<file path="config.mk">
export PLATFORM = sky130hd
export DESIGN_NAME = muldiv_unit_flat
export DESIGN_NICKNAME = d
export VERILOG_FILES = /design/src/rtl/muldiv_unit_if.sv /design/src/rtl/muldiv_unit.sv /design/src/flat_wrapper.sv
export SDC_FILE = /design/constraint.sdc
export NUM_CORES = 1
export LEC_CHECK = 0
export CELL_PAD_IN_SITES_DETAIL_PLACEMENT = 1
export CELL_PAD_IN_SITES_GLOBAL_PLACEMENT = 2
export CORE_MARGIN = 3
export CORE_UTILIZATION = 30
export CTS_CLUSTER_DIAMETER = 80
export DETAILED_ROUTE_END_ITERATION = 12
export GPL_TIMING_DRIVEN = 0
export PLACE_DENSITY_LB_ADDON = 0.1
export SLEW_MARGIN = 25
export SYNTH_ARGS = -nofsm -noshare
export SYNTH_HDL_FRONTEND = slang
export SYNTH_SLANG_ARGS = --single-unit
</file>
<file path="constraint.sdc">
create_clock -name clk -period 6.01 [get_ports clk]
set_input_delay 1.5025 -clock clk [delete_from_list [all_inputs] [get_ports clk]]
set_output_delay 1.5025 -clock clk [all_outputs]
set_load 0.01 [all_outputs]
</file>
<file path="src/rtl/muldiv_unit_if.sv">
// Operand/result bundle between the execute stage and muldiv_unit.
//  start    request, sampled only while the unit is idle
//  op       0 MULTU, 1 MULT, 2 DIVU, 3 DIV, 4 MTHI, 5 MTLO, 6-7 reserved
//  a, b     rs / rt operands
//  cancel   pipeline flush, aborts an operation in flight
//  hi, lo   architectural HI/LO registers
//  busy     operation in flight
//  done     one-cycle pulse after a mul/div wrote HI/LO
//  div_zero sticky divide-by-zero flag
// master: execute stage side; slave: muldiv_unit side.
interface muldiv_unit_if #(
    parameter int unsigned WIDTH = 32
);
    logic             start;
    logic [2:0]       op;
    logic [WIDTH-1:0] a;
    logic [WIDTH-1:0] b;
    logic             cancel;
    logic [WIDTH-1:0] hi;
    logic [WIDTH-1:0] lo;
    logic             busy;
    logic             done;
    logic             div_zero;

    modport master (
        output start, op, a, b, cancel,
        input  hi, lo, busy, done, div_zero
    );

    modport slave (
        input  start, op, a, b, cancel,
        output hi, lo, busy, done, div_zero
    );
endinterface

</file>
<file path="src/rtl/muldiv_unit.sv">
// Iterative multiply/divide unit beside the ALU. Executes MULT/MULTU/DIV/DIVU
// into HI/LO with one radix-2 step per cycle, plus single-cycle MTHI/MTLO.
// Ports:
//  clk      rising-edge clock
//  reset_n  asynchronous active-low reset
//  bus      muldiv_unit_if slave: start/op/a/b/cancel in, hi/lo/busy/done/div_zero out
module muldiv_unit #(
    parameter int unsigned WIDTH = 32
) (
    input  logic         clk,
    input  logic         reset_n,
    muldiv_unit_if.slave bus
);
    localparam int unsigned     CntW    = $clog2(WIDTH + 1);
    localparam logic [CntW-1:0] LastCnt = CntW'(WIDTH - 1);

    typedef enum logic [1:0] {StIdle, StSetup, StIter, StFix} state_e;

    state_e             state_q, state_d;
    logic [CntW-1:0]    cnt_q, cnt_d;
    // a_q/b_q hold raw operands until SETUP, magnitudes afterwards.
    logic [WIDTH-1:0]   a_q, a_d;
    logic [WIDTH-1:0]   b_q, b_d;
    logic               is_div_q, is_div_d;
    logic               is_signed_q, is_signed_d;
    logic               neg_lo_q, neg_lo_d;
    logic               neg_hi_q, neg_hi_d;
    // Multiply: {partial product, remaining multiplier}. Divide: {remainder, quotient}.
    logic [2*WIDTH-1:0] acc_q, acc_d;
    logic [WIDTH-1:0]   hi_q, hi_d;
    logic [WIDTH-1:0]   lo_q, lo_d;
    logic               done_q, done_d;
    logic               dz_q, dz_d;

    logic               sign_a, sign_b;
    logic [WIDTH-1:0]   mag_a, mag_b;
    logic [WIDTH:0]     mul_sum;
    logic [WIDTH:0]     rem_sh;
    logic               rem_ge;
    logic [WIDTH-1:0]   rem_sub;
    logic [2*WIDTH-1:0] prod;
    logic [WIDTH-1:0]   quot, rem;

    // Datapath helpers.
    always_comb begin
        sign_a  = is_signed_q & a_q[WIDTH-1];
        sign_b  = is_signed_q & b_q[WIDTH-1];
        mag_a   = sign_a ? -a_q : a_q;
        mag_b   = sign_b ? -b_q : b_q;
        mul_sum = {1'b0, acc_q[2*WIDTH-1:WIDTH]}
                + {1'b0, (acc_q[0] ? a_q : {WIDTH{1'b0}})};
        rem_sh  = {acc_q[2*WIDTH-1:WIDTH], acc_q[WIDTH-1]};
        rem_ge  = rem_sh >= {1'b0, b_q};
        // Only used when rem_ge, where the true difference fits in WIDTH bits.
        rem_sub = rem_sh[WIDTH-1:0] - b_q;
        prod    = neg_lo_q ? -acc_q : acc_q;
        quot    = neg_lo_q ? -acc_q[WIDTH-1:0] : acc_q[WIDTH-1:0];
        rem     = neg_hi_q ? -acc_q[2*WIDTH-1:WIDTH] : acc_q[2*WIDTH-1:WIDTH];
    end

    // Next-state and register updates.
    always_comb begin
        state_d     = state_q;
        cnt_d       = cnt_q;
        a_d         = a_q;
        b_d         = b_q;
        is_div_d    = is_div_q;
        is_signed_d = is_signed_q;
        neg_lo_d    = neg_lo_q;
        neg_hi_d    = neg_hi_q;
        acc_d       = acc_q;
        hi_d        = hi_q;
        lo_d        = lo_q;
        done_d      = 1'b0;
        dz_d        = dz_q;

        unique case (state_q)
            StIdle: begin
                if (bus.start && !bus.cancel) begin
                    case (bus.op)
                        3'd0, 3'd1, 3'd2, 3'd3: begin
                            a_d         = bus.a;
                            b_d         = bus.b;
                            is_div_d    = bus.op[1];
                            is_signed_d = bus.op[0];
                            dz_d        = 1'b0;
                            state_d     = StSetup;
                        end
                        3'd4:    hi_d = bus.a;
                        3'd5:    lo_d = bus.a;
                        default: ;
                    endcase
                end
            end
            StSetup: begin
                if (bus.cancel) begin
                    state_d = StIdle;
                end else if (is_div_q && (b_q == '0)) begin
                    hi_d    = a_q;
                    lo_d    = '1;
                    dz_d    = 1'b1;
                    done_d  = 1'b1;
                    state_d = StIdle;
                end else begin
                    a_d      = mag_a;
                    b_d      = mag_b;
                    cnt_d    = '0;
                    neg_lo_d = sign_a ^ sign_b;
                    // Remainder follows the dividend's sign.
                    neg_hi_d = sign_a;
                    acc_d    = {{WIDTH{1'b0}}, (is_div_q ? mag_a : mag_b)};
                    state_d  = StIter;
                end
            end
            StIter: begin
                if (bus.cancel) begin
                    state_d = StIdle;
                end else begin
                    if (is_div_q) begin
                        if (rem_ge) begin
                            acc_d = {rem_sub, acc_q[WIDTH-2:0], 1'b1};
                        end else begin
                            acc_d = {rem_sh[WIDTH-1:0], acc_q[WIDTH-2:0], 1'b0};
                        end
                    end else begin
                        acc_d = {mul_sum, acc_q[WIDTH-1:1]};
                    end
                    cnt_d = cnt_q + 1'b1;
                    if (cnt_q == LastCnt) begin
                        state_d = StFix;
                    end
                end
            end
            StFix: begin
                state_d = StIdle;
                if (!bus.cancel) begin
                    done_d = 1'b1;
                    if (is_div_q) begin
                        hi_d = rem;
                        lo_d = quot;
                    end else begin
                        hi_d = prod[2*WIDTH-1:WIDTH];
                        lo_d = prod[WIDTH-1:0];
                    end
                end
            end
            default: state_d = StIdle;
        endcase
    end

    always_ff @(posedge clk or negedge reset_n) begin
        if (!reset_n) begin
            state_q     <= StIdle;
            cnt_q       <= '0;
            a_q         <= '0;
            b_q         <= '0;
            is_div_q    <= 1'b0;
            is_signed_q <= 1'b0;
            neg_lo_q    <= 1'b0;
            neg_hi_q    <= 1'b0;
            acc_q       <= '0;
            hi_q        <= '0;
            lo_q        <= '0;
            done_q      <= 1'b0;
            dz_q        <= 1'b0;
        end else begin
            state_q     <= state_d;
            cnt_q       <= cnt_d;
            a_q         <= a_d;
            b_q         <= b_d;
            is_div_q    <= is_div_d;
            is_signed_q <= is_signed_d;
            neg_lo_q    <= neg_lo_d;
            neg_hi_q    <= neg_hi_d;
            acc_q       <= acc_d;
            hi_q        <= hi_d;
            lo_q        <= lo_d;
            done_q      <= done_d;
            dz_q        <= dz_d;
        end
    end

    assign bus.hi       = hi_q;
    assign bus.lo       = lo_q;
    assign bus.busy     = (state_q != StIdle);
    assign bus.done     = done_q;
    assign bus.div_zero = dz_q;
endmodule

</file>
<file path="src/flat_wrapper.sv">
// flat-port wrapper written by rule: the top's interface ports become plain ports
module muldiv_unit_flat 
#(
    parameter int unsigned WIDTH = 32
)
  (clk, reset_n, bus_start, bus_op, bus_a, bus_b, bus_cancel, bus_hi, bus_lo, bus_busy, bus_done, bus_div_zero);
  muldiv_unit_if #(.WIDTH(WIDTH)) bus_i ();
  input  logic clk;
  input  logic reset_n;
  input wire logic [$bits(bus_i.start)-1:0] bus_start;
  input wire logic [$bits(bus_i.op)-1:0] bus_op;
  input wire logic [$bits(bus_i.a)-1:0] bus_a;
  input wire logic [$bits(bus_i.b)-1:0] bus_b;
  input wire logic [$bits(bus_i.cancel)-1:0] bus_cancel;
  output wire logic [$bits(bus_i.hi)-1:0] bus_hi;
  output wire logic [$bits(bus_i.lo)-1:0] bus_lo;
  output wire logic [$bits(bus_i.busy)-1:0] bus_busy;
  output wire logic [$bits(bus_i.done)-1:0] bus_done;
  output wire logic [$bits(bus_i.div_zero)-1:0] bus_div_zero;
  assign bus_i.start = bus_start;
  assign bus_i.op = bus_op;
  assign bus_i.a = bus_a;
  assign bus_i.b = bus_b;
  assign bus_i.cancel = bus_cancel;
  assign bus_hi = bus_i.hi;
  assign bus_lo = bus_i.lo;
  assign bus_busy = bus_i.busy;
  assign bus_done = bus_i.done;
  assign bus_div_zero = bus_i.div_zero;
  muldiv_unit #(.WIDTH(WIDTH)) u_core (.clk(clk), .reset_n(reset_n), .bus(bus_i));
endmodule
</file>
======== Word-level counts from Yosys, hierarchy flattened ========
Index checks and enable logic that the tools add are counted.
cells by class
  add/sub/neg operators ................... 8
  multipliers ............................. 0
  div/mod/pow operators ................... 0
  order comparisons ....................... 1
  equality and inequality tests ........... 19
  shifts and indexed selects .............. 0
  muxes and demuxes ....................... 57
  bitwise gates (word level) .............. 5
  reductions and logical operators ........ 19
operator list
  cell                   count
  $mux W32               26
  $mux W64               6
  $pmux W32 S3           2
  $neg A32 Y32           4
  $pmux W32 S2           2
  $pmux W64 S2           1
  $neg A64 Y64           1
  $add A32 B32 Y33       1
  $ge A33 B32 Y1         1
  $logic_not A32 Y1      1
  $sub A32 B32 Y32       1
  $mux W6                3
  $ne A2 B2 Y1 const B   7
  $mux W2                6
  $pmux W6 S2            1
  $reduce_and A6 Y1      2
  $reduce_and A5 Y1      2
  $reduce_and A3 Y1      3
  $pmux W2 S4            1
  $mux W1                7
  $add A6 B1 Y6 const B  1
  $eq A3 B2 Y1 const B   2
  $eq A3 B3 Y1 const B   2
  $eq A6 B5 Y1 const B   1
  17 further kinds       25
storage, ports and cells
  register bits after elaboration ......... 206
  bits in latches ......................... 0
  memory bits (writable) .................. 0
  ROM bits ................................ 0
  input port bits ......................... 71
  output and inout bits ................... 67
  word-level logic and storage cells ...... 122
  memories kept ........................... 0

======== Logic depth before layout (Yosys ltp) ========
Gate-level depths: netlist of the first run.
  word-level depth ........................ 6
  gate-level depth with buffers ........... 15
  depth with buffers taken out ............ 15

======== Least setup slack after synthesis of the first run ========
No wires, ideal clock.
  path type ............................... register to register
  start point ............................. register u_core.acc_q[0]
  end point ............................... register u_core.acc_q[52]
  arrival ................................. 3.098 ns
  slack ................................... 2.791 ns
  stages on the path, launching flop included .. 14
  clock period less this slack ............ 3.219 ns
  cell sequence ........................... dfrtp_1 > clkbuf_1 > and2_1 > ha_1 > a21oi_1 > nor2b_1 > a311o_1 > a21oi_1 > o22ai_1 > a211o_1 > a311o_1 > xnor2_1 > nand2b_1 > a32o_1
between the ends
  word-level cells in the longest chain between the ends .. 5
ends and longest elaborated chain
  item                    line                text
  from (decl)             muldiv_unit.sv:29   logic [2*WIDTH-1:0] acc_q, acc_d;
  from (signal assigned)  muldiv_unit.sv:161  acc_q <= '0;
  from (signal assigned)  muldiv_unit.sv:175  acc_q <= acc_d;
  $mux W32                muldiv_unit.sv:51   + {1'b0, (acc_q[0] ? a_q : {WIDTH{1'b0}})};
  $add A32 B32 Y33        muldiv_unit.sv:51
  $mux W64                muldiv_unit.sv:119  if (is_div_q) begin
  $mux W64                muldiv_unit.sv:116  if (bus.cancel) begin
  $pmux W64 S2            muldiv_unit.sv:77   unique case (state_q)
Every way passes these cells. The select of a mux whose other input is x is not followed.
A chain may end at the register's enable or synchronous reset.

======== Worst setup path after layout of the first run ========
  start point ............................. register u_core.acc_q[0]
  end point ............................... register u_core.acc_q[51]
Same word-level chain as after synthesis.

==> results of run 1 <==
## final timing paths
| check | startpoint | endpoint | cells past startpoint |
|---|---|---|---|
| setup / recovery | u_core.acc_q[0]$_DFFE_PN0P_ | u_core.acc_q[51]$_DFFE_PN0P_ | 15 |
| hold / removal | u_core.bus.hi[26]$_DFFE_PN0P_ | u_core.bus.hi[26]$_DFFE_PN0P_ | 1 |
| setup reg to reg | u_core.acc_q[0]$_DFFE_PN0P_ | u_core.acc_q[51]$_DFFE_PN0P_ | 15 |
| hold reg to reg | u_core.bus.hi[26]$_DFFE_PN0P_ | u_core.bus.hi[26]$_DFFE_PN0P_ | 1 |
| max in group asynchronous | reset_n | u_core.b_q[9]$_DFFE_PN0P_ | 3 |
| min in group asynchronous | reset_n | u_core.bus.hi[31]$_DFFE_PN0P_ | 1 |
## area by class of cell
cell class	instances	area, µm²	area share (%)
clock inverter	14	104	0.517
sequential	206	5150	25.7
timing repair buffer	138	1420	7.08
clock buffer	40	827	4.12
inverter	55	206	1.03
buffer	151	641	3.19
tap	748	936	4.66
multi-input combinational	1744	10800	53.8
## cells by family after synthesis
group | share of synthesized area [%]
fa+ha+maj | 5.38
compound gates | 28.7
buf+inv | 5.04
mux | 2.63
flops | 30.7
xor+xnor | 9.23
simple gates | 18.3
## sequential cells by signal, indices dropped and copies added (netlist names), 2 cells and up
| name | flops |
|---|---|
| u_core.state_q | 2 |
| u_core.bus.lo | 32 |
| u_core.cnt_q | 6 |
| u_core.bus.hi | 32 |
| u_core.b_q | 32 |
| u_core.a_q | 32 |
| u_core.acc_q | 64 |
## power groups by stage
stage               clock, mW  sequential, mW  combinational, mW
global route             1.80            2.63               4.98
detailed placement          0            2.58               4.50
finish                   1.72            2.59               4.57
global placement            0            2.57               4.46
CTS                      1.74            2.56               4.53
floorplan                   0            2.23               2.93
## stage by stage
stage / TNS (ns) / hold slack [ns]
2_1_floorplan: 0 / 0.450
3_3_place_gp: -1296.11 / 0.463
3_5_place_dp: 0 / 0.466
4_1_cts: 0 / 0.478
5_1_grt: 0 / 0.481
6_report: 0 / 0.474
## cells in the mapped netlist (6+ instances only)
cell / number
xnor2_1: 110
or4_1: 15
nor4_1: 11
nand4_1: 17
and3_1: 11
a31oi_1: 16
nand2_1: 244
buf_2: 13
o22ai_1: 51
inv_1: 54
nand3_1: 29
o31ai_1: 27
o41ai_1: 14
or3_1: 18
nor3_1: 46
a22o_1: 6
a211o_1: 6
nor2_1: 170
o211ai_1: 16
nor2b_1: 12
o21ai_1: 22
nand2b_1: 16
buf_6: 6
a22oi_1: 25
a22oi_2: 6
mux2i_1: 34
clkbuf_1: 122
xor2_1: 67
a21o_1: 37
a211oi_1: 35
a2111oi_0: 7
buf_1: 6
dfrtp_1: 206
a21oi_1: 226
and2_1: 37
ha_1: 69
o21ai_0: 261
## routing by layer
layer  vias up  GRT usage, %
met3       106          3.06
li1       8150             -
met1      8923          40.8
met4         0          11.6
met5         -             0
met2       588          43.8
## layout by cell type, fill, tap and decap left out, types with 11 or more instances in the layout
master             n
o211ai_1          16
and3_1            11
buf_2             13
nor3_1            46
ha_1              69
nand2b_1          16
o21ai_0          261
nor2_1           170
or3_1             18
nor2b_1           12
nor4_1            11
nand4_1           17
xnor2_1          110
a31oi_1           16
mux2i_1           34
clkbuf_1         127
o31ai_1           27
and2_1            37
o22ai_1           51
o21ai_1           22
or4_1             15
o41ai_1           14
nand3_1           29
clkdlybuf4s50_1  135
xor2_1            67
clkbuf_16         29
dfrtp_1          206
nand2_1          244
a21o_1            37
a21oi_1          226
inv_1             54
a22oi_1           25
a211oi_1          35
==> metrics.csv, run 1 <==
stage,metric,value,unit
critical_path,CP endpoint kind,flip-flop,
cts,CTS buffer count,29,
global_routing,first-pass GRT wire length,125000,µm
placed_design,detailed-placement wirelength estimate,70000,µm
cells_and_area,fillers,6742,
detailed_routing,Met1 Routed Length,40300,µm
detailed_routing,DR vias,17800,
synthesis,distinct cell type count after synthesis,81,
global_routing,largest net degree at the start of global routing,83,
critical_path,worst endpoint required time,6.49,ns
die,initial core utilization,30.4,%
synthesis,"flops & latches, synth",206,
placed_design,Placer Congestion,0.908,
die,Total Die Area,58900,µm²
synthesis,top_reg_cell synth,dfrtp_1,
critical_path,crit path cell chain,inv_1 > nor2_1 > ha_1 > inv_1 > fa_1 > nand2b_1 > a21oi_1 > o21ai_0 > a211o_1 > nor2b_1 > o21ai_0 > a311oi_1 > xnor2_1 > a22o_1 > a211o_1,
detailed_routing,Post-route DRC,0,
critical_path,critical path's slowest cell,dfrtp_1,
sta,Final Hold Fails,0,
critical_path,WP data arrival,4.80,ns
detailed_routing,uppermost layer routed,met4,
synthesis,Post-synth EDFFs,0,
die,row cnt,86,
sta,Rel. slew slack,27.6,%
cells_and_area,Nets,2467,
sta,Tmin final,4.32,ns
detailed_routing,1st-pass router iterations,5,
die,Die H,243,µm
die,I/O Pins,138,
sta,setup ws final,1.69,ns
synthesis,Mapped Nets,2298,
sta,Final setup viols,0,
synthesis,share of the synthesized area in the top cell type,30.7,%
global_routing,grt ovf,0,
detailed_routing,Met3 Wirelength,5050,µm
die,die width,243,µm
synthesis,Synthesis Warnings,0,
cts,clk sink count,206,
pwr,Comb pwr share,51.5,%
pwr,Seq pwr share,29.2,%
cts,CTS tree,done,
placed_design,placed insts,3042,
critical_path,worst stage delay on the critical path,0.67,ns
run,max cap viols,0,
critical_path,"critical path fanouts, max",8,
global_routing,vias in the first global route,17600,
sta,Worst-Margin Slew,1.09,ns
cts,"CTS clk-pin slew, worst paths",0.06,ns
cells_and_area,Area Overhead vs Synth,19.6,%
cts,clock latency on the worst-skew pair,0.60,ns
cells_and_area,Final Cell Area,20100,µm²
cells_and_area,Non-Filler Instances,3096,
placed_design,Port-buffer cells,136,
critical_path,"delay-heaviest family, CP",compound AO/OA/AOI/OAI gates,
detailed_routing,met2 WL,37100,µm
critical_path,internal reg-to-reg setup slack,1.69,ns
synthesis,largest area contributor in the netlist,dfrtp_1,
critical_path,WS Path Type,reg2reg,
pwr,PD cells,442,nW/µm²
cts,CTS max path bufs,3,
detailed_routing,DR vias/cell,5.74,
global_routing,initial antenna violation count,3,
status,outcome,completed,
cells_and_area,ANT cells,0,
placed_design,pre-CTS setup slack,1.71,ns
pwr,VDD IR-drop max,227,µV
critical_path,Buf/Inv on CP,2,
sta,fin. max-slew vios,0,
cts,post-cts sizing count,0,
sta,RSZ-0062 raised after global routing,false,
cts,H-tree depth,1,
sta,FMAX,0.231,GHz
detailed_routing,DR WL/cell,27.9,µm
synthesis,Post-Synthesis Cells,2156,
min_path,worst hold path type,reg2reg,
cts,clk root buf,clkbuf_16,
synthesis,"Avg Cell Area, Syn",7.79,µm²
pwr,Clock Power Share,19.3,%
cts,cts hold-fix bufs,0,
critical_path,startpoint type of the worst setup path,flip-flop,
synthesis,Mapped Area,16800,µm²
synthesis,Synth async-reset ratio,100,%
pwr,Pint,4.52,mW
synthesis,largest cells by area after synthesis,"dfrtp_1 31%, o21ai_0 7.8%, a21oi_1 6.7%, xnor2_1 5.7%, nand2_1 5.5%",
cts,Post-CTS Setup Repair Bufs,0,
detailed_routing,DR iter-0 viols,1557,
cells_and_area,Layout Utilization,36.4,%
detailed_routing,Routed Antenna Nets,0,
sta,final worst-path cycle share,71.9,%
pwr,Switching Power,4.35,mW
pwr,Net Sw Frac,49.0,%
global_routing,GRT Util Overall,28.5,%
synthesis,sequential fraction of the synthesis area,30.7,%
die,Core ar.,55200,µm²
detailed_routing,final wirelength,86400,µm
cells_and_area,share of layout cells above drive strength 1,4.90,%
placed_design,placed cell areas,19200,µm²
pwr,leakage,8.32,nW
pwr,total power,8.88,mW
sta,clock skew,0.0231,ns
No activity file was read; power rests on OpenSTA's default activity.
==> run 2, diff against run 1 <==
==> constraint.sdc (replaced) <==
create_clock -name clk -period 3.5 [get_ports clk]
set_input_delay 0.875 -clock clk [delete_from_list [all_inputs] [get_ports clk]]
set_output_delay 0.875 -clock clk [all_outputs]
set_load 0.01 [all_outputs]
==> run 2 against run 1 <==
Effect of this change: routed wire length up 0.93%; count of clock-buffer cells in the layout unchanged; final area up 2.8%; non-clock buffer count up 16; register-to-register slack worse by 1.6 ns; sequential share of layout area down 0.65 points; combinational power up 79%; power up 76%; critical path depth down 2; die area unchanged; clock skew up 0.0035 ns; critical path type unchanged; largest power group unchanged.
==> metrics.csv, run 2 (same netlist as run 1, synthesis figures left out) <==
stage,metric,value,unit,change
status,outcome,completed,,
global_routing,largest net degree at the start of global routing,83,,unchanged
placed_design,placed cell areas,19200,µm²,unchanged
die,die width,243,µm,unchanged
cells_and_area,Area Overhead vs Synth,23.0,%,
detailed_routing,DR iter-0 viols,1568,,+0.71%
die,Total Die Area,58900,µm²,unchanged
cts,clock latency on the worst-skew pair,0.60,ns,about the same
cells_and_area,Non-Filler Instances,3112,,+0.52%
detailed_routing,DR vias/cell,5.73,,about the same
cts,CTS buffer count,29,,unchanged
placed_design,Port-buffer cells,136,,unchanged
critical_path,worst r2r path cells,13,,-2
pwr,leakage,8.55,nW,+2.7%
detailed_routing,final wirelength,87200,µm,+0.93%
pwr,VDD IR-drop max,393,µV,+73%
die,row cnt,86,,unchanged
cells_and_area,Layout Utilization,37.4,%,+1.0 points
die,Die H,243,µm,unchanged
sta,Tmin final,3.42,ns,-0.902 ns
sta,final worst-path cycle share,97.7,%,+26 points
placed_design,Placer Congestion,0.908,,unchanged
cts,CTS max path bufs,3,,unchanged
pwr,PD cells,756,nW/µm²,+71%
critical_path,CP endpoint kind,flip-flop,,
pwr,Net Sw Frac,48.9,%,-0.17 points
cts,clk root buf,clkbuf_16,,
critical_path,internal reg-to-reg setup slack,0.08,ns,-1.61 ns
cts,"CTS clk-pin slew, worst paths",0.06,ns,about the same
sta,setup TNS,0,ns,unchanged
global_routing,vias in the first global route,17700,,+0.26%
pwr,Pint,7.99,mW,+77%
detailed_routing,Post-route DRC,0,,unchanged
cts,H-tree depth,1,,unchanged
run,max cap viols,0,,unchanged
sta,Hold WS,0.279,ns,-0.195 ns
global_routing,first-pass GRT wire length,126000,µm,+0.42%
critical_path,r2r startpoint,u_core.acc_q[0]$_DFFE_PN0P_,,
cells_and_area,Reg with most FFs,u_core.acc_q,,
cts,CTS tree,done,,
cells_and_area,ANT cells,0,,unchanged
die,Core ar.,55200,µm²,unchanged
cells_and_area,Largest register FFs,64,,unchanged
cells_and_area,"most common cell after layout, fill and taps aside",o21ai_0,,
detailed_routing,Routed Antenna Nets,0,,unchanged
sta,FMAX,0.292,GHz,+26%
critical_path,WP data arrival,3.89,ns,-0.91 ns
sta,fin. max-slew vios,0,,unchanged
min_path,worst hold path type,in2async,,
pwr,Switching Power,7.64,mW,+75%
global_routing,GRT Util Overall,28.6,%,+0.12 points
cells_and_area,Final Cell Area,20700,µm²,+2.8%
detailed_routing,1st-pass router iterations,5,,unchanged
global_routing,grt ovf,0,,unchanged
die,initial core utilization,30.4,%,unchanged
sta,Final Hold Fails,0,,unchanged
cells_and_area,share of layout cells above drive strength 1,9.69,%,+4.8 points
global_routing,initial antenna violation count,2,,-1
sta,clock skew,0.0266,ns,+0.00350 ns
sta,Final setup viols,0,,unchanged
pwr,Seq pwr share,28.9,%,-0.3 points
sta,Rel. slew slack,37.2,%,+9.6 points
cells_and_area,Nets,2483,,+0.65%
placed_design,placed insts,3042,,unchanged
detailed_routing,DR WL/cell,28.0,µm,+0.41%
sta,Worst-Margin Slew,0.918,ns,-0.168 ns
critical_path,worst endpoint required time,3.97,ns,-2.52 ns
pwr,Comb pwr share,52.3,%,+0.8 points
critical_path,reg2reg end,u_core.acc_q[52]$_DFFE_PN0P_,,
detailed_routing,DR vias,17800,,+0.45%
critical_path,startpoint type of the worst setup path,flip-flop,,
critical_path,WS Path Type,reg2reg,,
die,I/O Pins,138,,unchanged
cells_and_area,most frequent cells in the layout,"257 x o21ai_0, 242 x nand2_1, 216 x a21oi_1",,
critical_path,"critical path fanouts, max",10,,+2
placed_design,detailed-placement wirelength estimate,70000,µm,unchanged
pwr,Clock Power Share,18.8,%,-0.5 points
sta,RSZ-0062 raised after global routing,true,,
cts,clk sink count,206,,unchanged
## run 2: changes by cell type in the layout (fill, tap and decap cells not counted), sizes merged
cell / delta
inv: -1
buf: +28
clkbuf: -12
clkinvlp: +1
## run 2: power groups by stage
stage	combinational, mW	clock, mW	sequential, mW
after floorplan	5.04	0	3.83
after global placement	7.65	0	4.41
after detailed placement	7.73	0	4.44
after CTS	7.93	3.00	4.41
after global routing	8.87	3.09	4.57
final	8.17	2.94	4.51
## run 2: per-layer routing
| layer | vias to the layer above | wire length, µm | GRT usage, % |
|---|---|---|---|
| li1 | 8167 | - | - |
| met1 | 9031 | 41100 | 41.0 |
| met2 | 543 | 37700 | 43.9 |
| met3 | 106 | 4410 | 2.92 |
| met4 | 0 | 3960 | 11.8 |
| met5 | - | 0 | 0 |
## run 2: per-stage QoR
| step | worst slack [ns] | power (mW) |
|---|---|---|
| finish | 0.0797 | 15.6 |
| detailed placement | -0.801 | 12.2 |
| CTS | -0.0203 | 15.3 |
| global route | -0.0597 | 16.5 |
| floorplan | 0.281 | 8.87 |
| global placement | -8.22 | 12.1 |
## run 2: worst max-delay path: stages, from the launching register on
cell	delay, ns
dfrtp_2	0.51
buf_6	0.18
and2_4	0.14
ha_4	0.23
a21oi_1	0.18
nor2b_1	0.07
a311o_1	0.39
a21oi_4	0.25
o22ai_4	0.12
a211o_1	0.28
a311o_1	0.39
xnor2_2	0.18
nand2b_1	0.10
a32o_1	0.26
## run 2: worst max-delay path by stage
| stage | startpoint | endpoint | slack, ns | cells past startpoint |
|---|---|---|---|---|
| after CTS | u_core.acc_q[0]$_DFFE_PN0P_ | u_core.acc_q[52]$_DFFE_PN0P_ | -0.02 | 14 |
| after global routing | u_core.acc_q[0]$_DFFE_PN0P_ | u_core.acc_q[61]$_DFFE_PN0P_ | -0.06 | 14 |
| after floorplan | u_core.acc_q[0]$_DFFE_PN0P_ | u_core.acc_q[52]$_DFFE_PN0P_ | 0.28 | 13 |
| after global placement | reset_n | u_core.b_q[9]$_DFFE_PN0P_ | -8.22 | 1 |
| after detailed placement | u_core.acc_q[0]$_DFFE_PN0P_ | u_core.acc_q[62]$_DFFE_PN0P_ | -0.80 | 14 |
| final | u_core.acc_q[0]$_DFFE_PN0P_ | u_core.acc_q[52]$_DFFE_PN0P_ | 0.08 | 13 |
## run 2: what timing repair did
action / in CTS / in global routing
setup buffers: 12 / 15
pin swaps: 5 / 21
hold buffers: 0 / 0
cloned: 0 / 0
setup endpoints to repair: 145 / 141
gates resized for setup: 65 / 70
## run 2: final cells by class
| class | instances | area, µm² |
|---|---|---|
| buffer | 140 | 686 |
| clock buffer | 40 | 827 |
| clock inverter | 14 | 104 |
| fill | 6693 | 34500 |
| inverter | 55 | 213 |
| multi-input combinational | 1744 | 11100 |
| sequential | 206 | 5170 |
| tap | 748 | 936 |
| timing repair buffer | 165 | 1620 |
